[src/rtl/program_loader_pkg.sv]
// Shared types and constants for the instruction-memory program loader.
package program_loader_pkg;

  typedef enum logic [2:0] {
    IDLE,
    HDR0,
    HDR1,
    RECV,
    WRITE,
    DONE,
    ERR
  } state_t;

  localparam int WORD_BYTES          = 4;
  localparam int HDR_BYTES           = 2;
  localparam int DEFAULT_DEPTH_WORDS = 1024;

  // States in which the loader takes bytes from the stream.
  function automatic logic takes_bytes(state_t s);
    return (s == HDR0) || (s == HDR1) || (s == RECV);
  endfunction

endpackage

[src/rtl/program_loader_if.sv]
// Byte-stream input and instruction-memory write port of the program loader.
interface program_loader_if
  import program_loader_pkg::*;
#(
  parameter int ADDR_WIDTH = 30
) ();

  logic                     start;
  logic                     byte_valid;
  logic [7:0]               byte_in;
  logic                     byte_ready;
  logic                     regWE;
  logic [ADDR_WIDTH-1:0]    Addr;
  logic [31:0]              DataIn;
  logic                     busy;
  logic                     done;
  logic                     error;
  logic                     cpu_run;
  logic [HDR_BYTES*8-1:0]   words_written;

  modport master (
    output start, byte_valid, byte_in,
    input  byte_ready, regWE, Addr, DataIn, busy, done, error, cpu_run, words_written
  );

  modport slave (
    input  start, byte_valid, byte_in,
    output byte_ready, regWE, Addr, DataIn, busy, done, error, cpu_run, words_written
  );

endinterface

[src/rtl/program_loader_timeout.sv]
// Inter-byte idle timer: down-counter reloaded on clear, expires at zero.
module program_loader_timeout #(
  parameter int TIMEOUT_CYCLES = 1000
) (
  input  logic clk,
  input  logic reset,
  input  logic clear_i,
  input  logic enable_i,
  output logic expire_o
);

  localparam int            CW   = (TIMEOUT_CYCLES > 1) ? $clog2(TIMEOUT_CYCLES) : 1;
  localparam logic [CW-1:0] LOAD = CW'(TIMEOUT_CYCLES - 1);

  logic [CW-1:0] cnt_q, cnt_d;

  // Reload on clear, otherwise count down while enabled and stop at zero.
  always_comb begin
    cnt_d = cnt_q;
    if (clear_i) begin
      cnt_d = LOAD;
    end else if (enable_i && (cnt_q != '0)) begin
      cnt_d = cnt_q - 1'b1;
    end
  end

  // Counter register.
  always_ff @(posedge clk or posedge reset) begin
    if (reset) begin
      cnt_q <= LOAD;
    end else begin
      cnt_q <= cnt_d;
    end
  end

  // Zero reached after TIMEOUT_CYCLES-1 idle clocks; this edge is the expiry.
  assign expire_o = enable_i && (cnt_q == '0);

endmodule

[src/rtl/program_loader.sv]
// Program loader: assembles big-endian words from a framed byte stream and
// writes them to instruction memory from address 0, holding the CPU until done.
//
//   state | meaning
//   IDLE  | after reset, waiting for start
//   HDR0  | waiting for word-count MSB (no timeout)
//   HDR1  | waiting for word-count LSB
//   RECV  | shifting payload bytes into the word register
//   WRITE | one-cycle memory write of the assembled word
//   DONE  | program complete, CPU released
//   ERR   | oversize program or inter-byte timeout
module program_loader
  import program_loader_pkg::*;
#(
  parameter int ADDR_WIDTH     = 30,
  parameter int DEPTH_WORDS    = DEFAULT_DEPTH_WORDS,
  parameter int TIMEOUT_CYCLES = 1000
) (
  input logic             clk,
  input logic             reset,
  program_loader_if.slave bus
);

  localparam int IDX_W = $clog2(WORD_BYTES);
  localparam int N_W   = HDR_BYTES * 8;

  state_t             state_q, state_d;
  logic [N_W-1:0]     n_q, n_d;
  logic [IDX_W-1:0]   idx_q, idx_d;
  logic [31:0]        word_q, word_d;
  logic [31:0]        data_q, data_d;
  logic [N_W-1:0]     addr_q, addr_d;
  logic [N_W-1:0]     ww_q, ww_d;
  logic               byte_ready_q, byte_ready_d;
  logic               regwe_q, regwe_d;
  logic               busy_q, busy_d;
  logic               done_q, done_d;
  logic               error_q, error_d;

  logic accept;
  logic tmo_clear;
  logic tmo_enable;
  logic tmo_expire;

  assign accept     = bus.byte_valid & byte_ready_q;
  assign tmo_enable = (state_q == HDR1) || (state_q == RECV);
  assign tmo_clear  = accept || (state_d != state_q);

  program_loader_timeout #(
    .TIMEOUT_CYCLES (TIMEOUT_CYCLES)
  ) u_timeout (
    .clk      (clk),
    .reset    (reset),
    .clear_i  (tmo_clear),
    .enable_i (tmo_enable),
    .expire_o (tmo_expire)
  );

  // Next-state, datapath and registered-output decode.
  always_comb begin
    state_d = state_q;
    n_d     = n_q;
    idx_d   = idx_q;
    word_d  = word_q;
    data_d  = data_q;
    addr_d  = addr_q;
    ww_d    = ww_q;

    case (state_q)
      IDLE, DONE, ERR: begin
        if (bus.start) begin
          state_d = HDR0;
          addr_d  = '0;
          ww_d    = '0;
          idx_d   = '0;
        end
      end
      HDR0: begin
        if (accept) begin
          n_d     = {bus.byte_in, n_q[7:0]};
          state_d = HDR1;
        end
      end
      HDR1: begin
        if (accept) begin
          n_d = {n_q[15:8], bus.byte_in};
          if (n_d == '0) begin
            state_d = DONE;
          end else if (32'(n_d) > DEPTH_WORDS) begin
            state_d = ERR;
          end else begin
            state_d = RECV;
            addr_d  = '0;
            idx_d   = '0;
          end
        end else if (tmo_expire) begin
          state_d = ERR;
        end
      end
      RECV: begin
        if (accept) begin
          word_d = {word_q[23:0], bus.byte_in};
          idx_d  = idx_q + 1'b1;
          if (idx_q == IDX_W'(WORD_BYTES - 1)) begin
            data_d  = word_d;
            state_d = WRITE;
          end
        end else if (tmo_expire) begin
          state_d = ERR;
        end
      end
      WRITE: begin
        ww_d = ww_q + 1'b1;
        if (ww_d == n_q) begin
          state_d = DONE;
        end else begin
          addr_d  = addr_q + 1'b1;
          state_d = RECV;
        end
      end
      default: state_d = IDLE;
    endcase

    byte_ready_d = takes_bytes(state_d);
    regwe_d      = (state_d == WRITE);
    busy_d       = takes_bytes(state_d) || (state_d == WRITE);
    done_d       = (state_d == DONE);
    error_d      = (state_d == ERR);
  end

  // State, datapath and output registers.
  always_ff @(posedge clk or posedge reset) begin
    if (reset) begin
      state_q      <= IDLE;
      n_q          <= '0;
      idx_q        <= '0;
      word_q       <= '0;
      data_q       <= '0;
      addr_q       <= '0;
      ww_q         <= '0;
      byte_ready_q <= 1'b0;
      regwe_q      <= 1'b0;
      busy_q       <= 1'b0;
      done_q       <= 1'b0;
      error_q      <= 1'b0;
    end else begin
      state_q      <= state_d;
      n_q          <= n_d;
      idx_q        <= idx_d;
      word_q       <= word_d;
      data_q       <= data_d;
      addr_q       <= addr_d;
      ww_q         <= ww_d;
      byte_ready_q <= byte_ready_d;
      regwe_q      <= regwe_d;
      busy_q       <= busy_d;
      done_q       <= done_d;
      error_q      <= error_d;
    end
  end

  assign bus.byte_ready    = byte_ready_q;
  assign bus.regWE         = regwe_q;
  assign bus.Addr          = ADDR_WIDTH'(addr_q);
  assign bus.DataIn        = data_q;
  assign bus.busy          = busy_q;
  assign bus.done          = done_q;
  assign bus.error         = error_q;
  assign bus.cpu_run       = done_q;
  assign bus.words_written = ww_q;

endmodule

[src/flat_wrapper.sv]
// flat-port wrapper written by rule: the top's interface ports become plain ports
module program_loader_flat import program_loader_pkg::*;
#(
  parameter int ADDR_WIDTH     = 30,
  parameter int DEPTH_WORDS    = DEFAULT_DEPTH_WORDS,
  parameter int TIMEOUT_CYCLES = 1000
)
  (clk, reset, bus_start, bus_byte_valid, bus_byte_in, bus_byte_ready, bus_regWE, bus_Addr, bus_DataIn, bus_busy, bus_done, bus_error, bus_cpu_run, bus_words_written);
  program_loader_if #(.ADDR_WIDTH(ADDR_WIDTH)) bus_i ();
  input logic clk;
  input logic reset;
  input wire logic [$bits(bus_i.start)-1:0] bus_start;
  input wire logic [$bits(bus_i.byte_valid)-1:0] bus_byte_valid;
  input wire logic [$bits(bus_i.byte_in)-1:0] bus_byte_in;
  output wire logic [$bits(bus_i.byte_ready)-1:0] bus_byte_ready;
  output wire logic [$bits(bus_i.regWE)-1:0] bus_regWE;
  output wire logic [$bits(bus_i.Addr)-1:0] bus_Addr;
  output wire logic [$bits(bus_i.DataIn)-1:0] bus_DataIn;
  output wire logic [$bits(bus_i.busy)-1:0] bus_busy;
  output wire logic [$bits(bus_i.done)-1:0] bus_done;
  output wire logic [$bits(bus_i.error)-1:0] bus_error;
  output wire logic [$bits(bus_i.cpu_run)-1:0] bus_cpu_run;
  output wire logic [$bits(bus_i.words_written)-1:0] bus_words_written;
  assign bus_i.start = bus_start;
  assign bus_i.byte_valid = bus_byte_valid;
  assign bus_i.byte_in = bus_byte_in;
  assign bus_byte_ready = bus_i.byte_ready;
  assign bus_regWE = bus_i.regWE;
  assign bus_Addr = bus_i.Addr;
  assign bus_DataIn = bus_i.DataIn;
  assign bus_busy = bus_i.busy;
  assign bus_done = bus_i.done;
  assign bus_error = bus_i.error;
  assign bus_cpu_run = bus_i.cpu_run;
  assign bus_words_written = bus_i.words_written;
  program_loader #(.ADDR_WIDTH(ADDR_WIDTH), .DEPTH_WORDS(DEPTH_WORDS), .TIMEOUT_CYCLES(TIMEOUT_CYCLES)) u_core (.clk(clk), .reset(reset), .bus(bus_i));
endmodule
[config.mk]
export PLATFORM = sky130hd
export DESIGN_NAME = program_loader_flat
export DESIGN_NICKNAME = d
export VERILOG_FILES = /design/src/rtl/program_loader_pkg.sv /design/src/rtl/program_loader_if.sv /design/src/rtl/program_loader_timeout.sv /design/src/rtl/program_loader.sv /design/src/flat_wrapper.sv
export SDC_FILE = /design/constraint.sdc
export NUM_CORES = 1
export LEC_CHECK = 0
export CAP_MARGIN = 40
export CORE_ASPECT_RATIO = 1.4
export CORE_UTILIZATION = 50
export CTS_BUF_LIST = sky130_fd_sc_hd__clkbuf_2
export DETAILED_ROUTE_END_ITERATION = 10
export PLACE_DENSITY = 0.77
export SLEW_MARGIN = 20
export SYNTH_ARGS = -nofsm -noshare
export SYNTH_HDL_FRONTEND = slang
export SYNTH_SLANG_ARGS = --single-unit
[constraint.sdc]
create_clock -name clk -period 4.9 [get_ports clk]
set_input_delay 0.735 -clock clk [delete_from_list [all_inputs] [get_ports clk]]
set_output_delay 0.735 -clock clk [all_outputs]
set_load 0.02 [all_outputs]
==> flow_summary.json <==
{
  "cp-startpoint": "u_core.bus.words_written[0]",
  "synth_common_cells": "dfrtp_1 (116), mux2_2 (65), nand2_1 (46), o21ai_0 (45), nor2_1 (37)",
  "synth_area_um2": 6350,
  "end_kind": "flop",
  "final_util": 0.607,
  "fillCellCount": 1052,
  "dieArea_um2": 13200,
  "regArea_um2": 3110,
  "gp_congestion": 0.907,
  "status": "completed",
  "synth_cell_types": 64,
  "p_leak_nw": 3.24,
  "synth-edff-count": 0,
  "grt_pass1_vias": 4977,
  "rows": 48,
  "ys_ff_latch": 124,
  "powerDensity_nw_per_um2": 433,
  "ios": 96,
  "fin_tns_setup_ns": 0,
  "critical_path_required_ns": 5.51,
  "maxCapViolations": 0,
  "clk_path_buf_depth": 2,
  "worst_pin_slew_ns": 0.716,
  "hold_class": "in -> async",
  "antenna_found_initial": 1,
  "r2r-start": "u_core.bus.words_written[0]",
  "numPortBuffers": 81,
  "cp.arrival_ns": 4.14,
  "placeableCoreArea_um2": 12400,
  "synth.most_common_cell": "dfrtp_1",
  "dieWidth_um": 97.3,
  "drv_slew": 0,
  "grt.total_usage": 0.234,
  "wl_per_cell_um": 17.0,
  "grt_pass1_wl_um": 24700,
  "post_cts_buffers": 0,
  "ant_nets": 0,
  "hold_buffers": 0,
  "finalHoldViolCount": 0,
  "rsz0062_at_grt": "no",
  "routed_wirelength_um": 14500,
  "clkLatencyLatePin_ns": 0.73,
  "cts_root_buf": "clkbuf_2",
  "nets": 707,
  "synth_top_area_frac": 0.457,
  "area_delta_synth_final_pct": 18.2,
  "drc": 0,
  "path_class": "reg -> reg",
  "first_pass_iters": 5,
  "overflow": 0,
  "num_vias": 5005,
  "synthArstFlopShare": 1.00,
  "multi_input_area_um2": 2970,
  "syn_avg_cell_area_um2": 10.5,
  "yosys_warnings": 0,
  "dieHeight_um": 135,
  "synth_cells": 607,
  "worstPathMaxFanout": 14,
  "grt_max_degree": 68,
  "drive_gt1_frac": 0.179,
  "fin_crit_sh": 0.721,
  "clkTransAtPathRegs_ns": 0.25,
  "fin_skew_ns": 0.0618,
  "peakVddDrop_mv": 0.259,
  "setup_violations": 0,
  "yosysSeqAreaShare": 0.490,
  "max_freq_mhz": 283,
  "synth_largest_area_cell": "dfrtp_1",
  "drtIter0Drc": 304,
  "cts_resized": 0,
  "htreeDepth": 4,
  "ys_top_cells_by_area": "dfrtp_1 (46%), mux2_2 (12%), o21ai_0 (3.5%)",
  "initial_utilization": 0.514,
  "fin_crit_ns": 3.53,
  "vias_per_cell": 5.87,
  "cts_made_buffers": 17,
  "start_kind": "flop",
  "cts_tree": "built",
  "hpwl_um": 10200,
  "clkSinkCount": 124,
  "relSlewSlack": 0.519,
  "synthFlopType": "dfrtp_1"
}
-- routing by layer --
| metal | track usage | vias up | share of wire |
|---|---|---|---|
| li1 | - | 2341 | - |
| met1 | 0.281 | 2476 | 0.41 |
| met2 | 0.408 | 156 | 0.52 |
| met3 | 0.0578 | 32 | 0.048 |
| met4 | 0.0882 | 0 | 0.019 |
| met5 | 0 | - | 0 |
-- flip-flops by register name, indices dropped and copies added, names as in the netlist --
| register | cells |
|---|---|
| u_core.bus.cpu_run | 1 |
| u_core.idx_q | 2 |
| u_core.u_timeout.cnt_q | 10 |
| u_core.bus.DataIn | 32 |
| u_core.addr_q | 16 |
| u_core.state_q | 3 |
| u_core.n_q | 16 |
| u_core.bus.error | 1 |
| u_core.bus.regWE | 1 |
| u_core.word_q | 24 |
| u_core.bus.words_written | 16 |
| u_core.bus.busy | 1 |
| u_core.bus.byte_ready | 1 |
-- logic make-up after synthesis --
kind of cell | synth area share
multiplexers | 0.123
AO/OA/AOI/OAI | 0.125
XOR/XNOR | 0.0400
adder cells (fa/ha/maj) | 0.0130
AND/OR/NAND/NOR | 0.157
flip-flops | 0.490
other | 0.000590
buffers and inverters | 0.0506
-- worst max-delay path, stage by stage (launching register included) --
cell and delay (ns):
dfrtp_1 0.52, ha_1 0.41, and4_1 0.40, nand2_1 0.13, nor3_1 0.37, xnor2_1 0.17
and3_1 0.20, or4b_1 0.72, a22o_1 0.29, a31o_1 0.18
-- metrics by stage --
| step | setup WS, ns | hold WS, ns | total power [W] | instances | instance area, um2 |
|---|---|---|---|---|---|
| 6_report | 1.37 | 0.271 | 0.00325 | 853 | 7510 |
| 3_3_place_gp | 1.48 | 0.490 | 0.00253 | 817 | 7220 |
| 3_5_place_dp | 1.27 | 0.492 | 0.00259 | 819 | 7240 |
| 5_1_grt | 1.16 | 0.230 | 0.00346 | 853 | 7510 |
| 2_1_floorplan | 0.879 | 0.477 | 0.00226 | 620 | 6400 |
| 4_1_cts | 1.39 | 0.475 | 0.00326 | 851 | 7490 |
-- worst paths after layout --
path | slack, ns | endpoint | cells past startpoint
setup / recovery | 1.37 | u_core.addr_q[7] | 9
hold / removal | 0.27 | u_core.bus.DataIn[2] | 2
setup reg to reg | 1.37 | u_core.addr_q[7] | 9
hold reg to reg | 0.53 | u_core.u_timeout.cnt_q[1] | 2
max in group asynchronous | 3.53 | u_core.u_timeout.cnt_q[2] | 4
min in group clk | 0.53 | u_core.u_timeout.cnt_q[1] | 2
-- area by class of cell --
type | count | share of cell area
Clock inverter | 15 | 0.0215
Timing Repair Buffer | 91 | 0.120
Multi-Input combinational cell | 433 | 0.396
Antenna cell | 1 | 0.000333
Sequential cell | 124 | 0.415
Tap cell | 150 | 0.0250
Inverter | 22 | 0.0113
Clock buffer | 17 | 0.0113
-- cell usage in the layout, fill, tap and decap left out, types with 4 or more instances in the layout --
cell type        count
and3_1              10
nand4_1              8
o21ai_0             45
clkbuf_2            17
mux2_2              65
o211ai_1             7
nand2_1             46
inv_6                4
nand3_1             28
a21oi_1             16
inv_1               20
nor4_1              10
nor2_1              36
a32oi_1              4
nand2b_1             8
xor2_1              15
nor2b_1              6
clkdlybuf4s50_1     81
a31o_1               4
conb_1              14
dfrtp_1            116
xnor2_1             14
and2_1               9
nor3_1              14
buf_4                7
ha_1                 5
o31ai_1              9
mux2i_1              5
dfstp_2              8
-- where the power goes --
part	internal (W)	total (W)	switching (W)	leakage [nW]
clock	0.000242	0.000666	0.000424	0.145
sequential	0.00123	0.00145	0.000219	1.64
combinational	0.000486	0.00114	0.000650	1.46
total	0.00196	0.00325	0.00129	3.24
No activity file was read; power rests on OpenSTA's default activity.
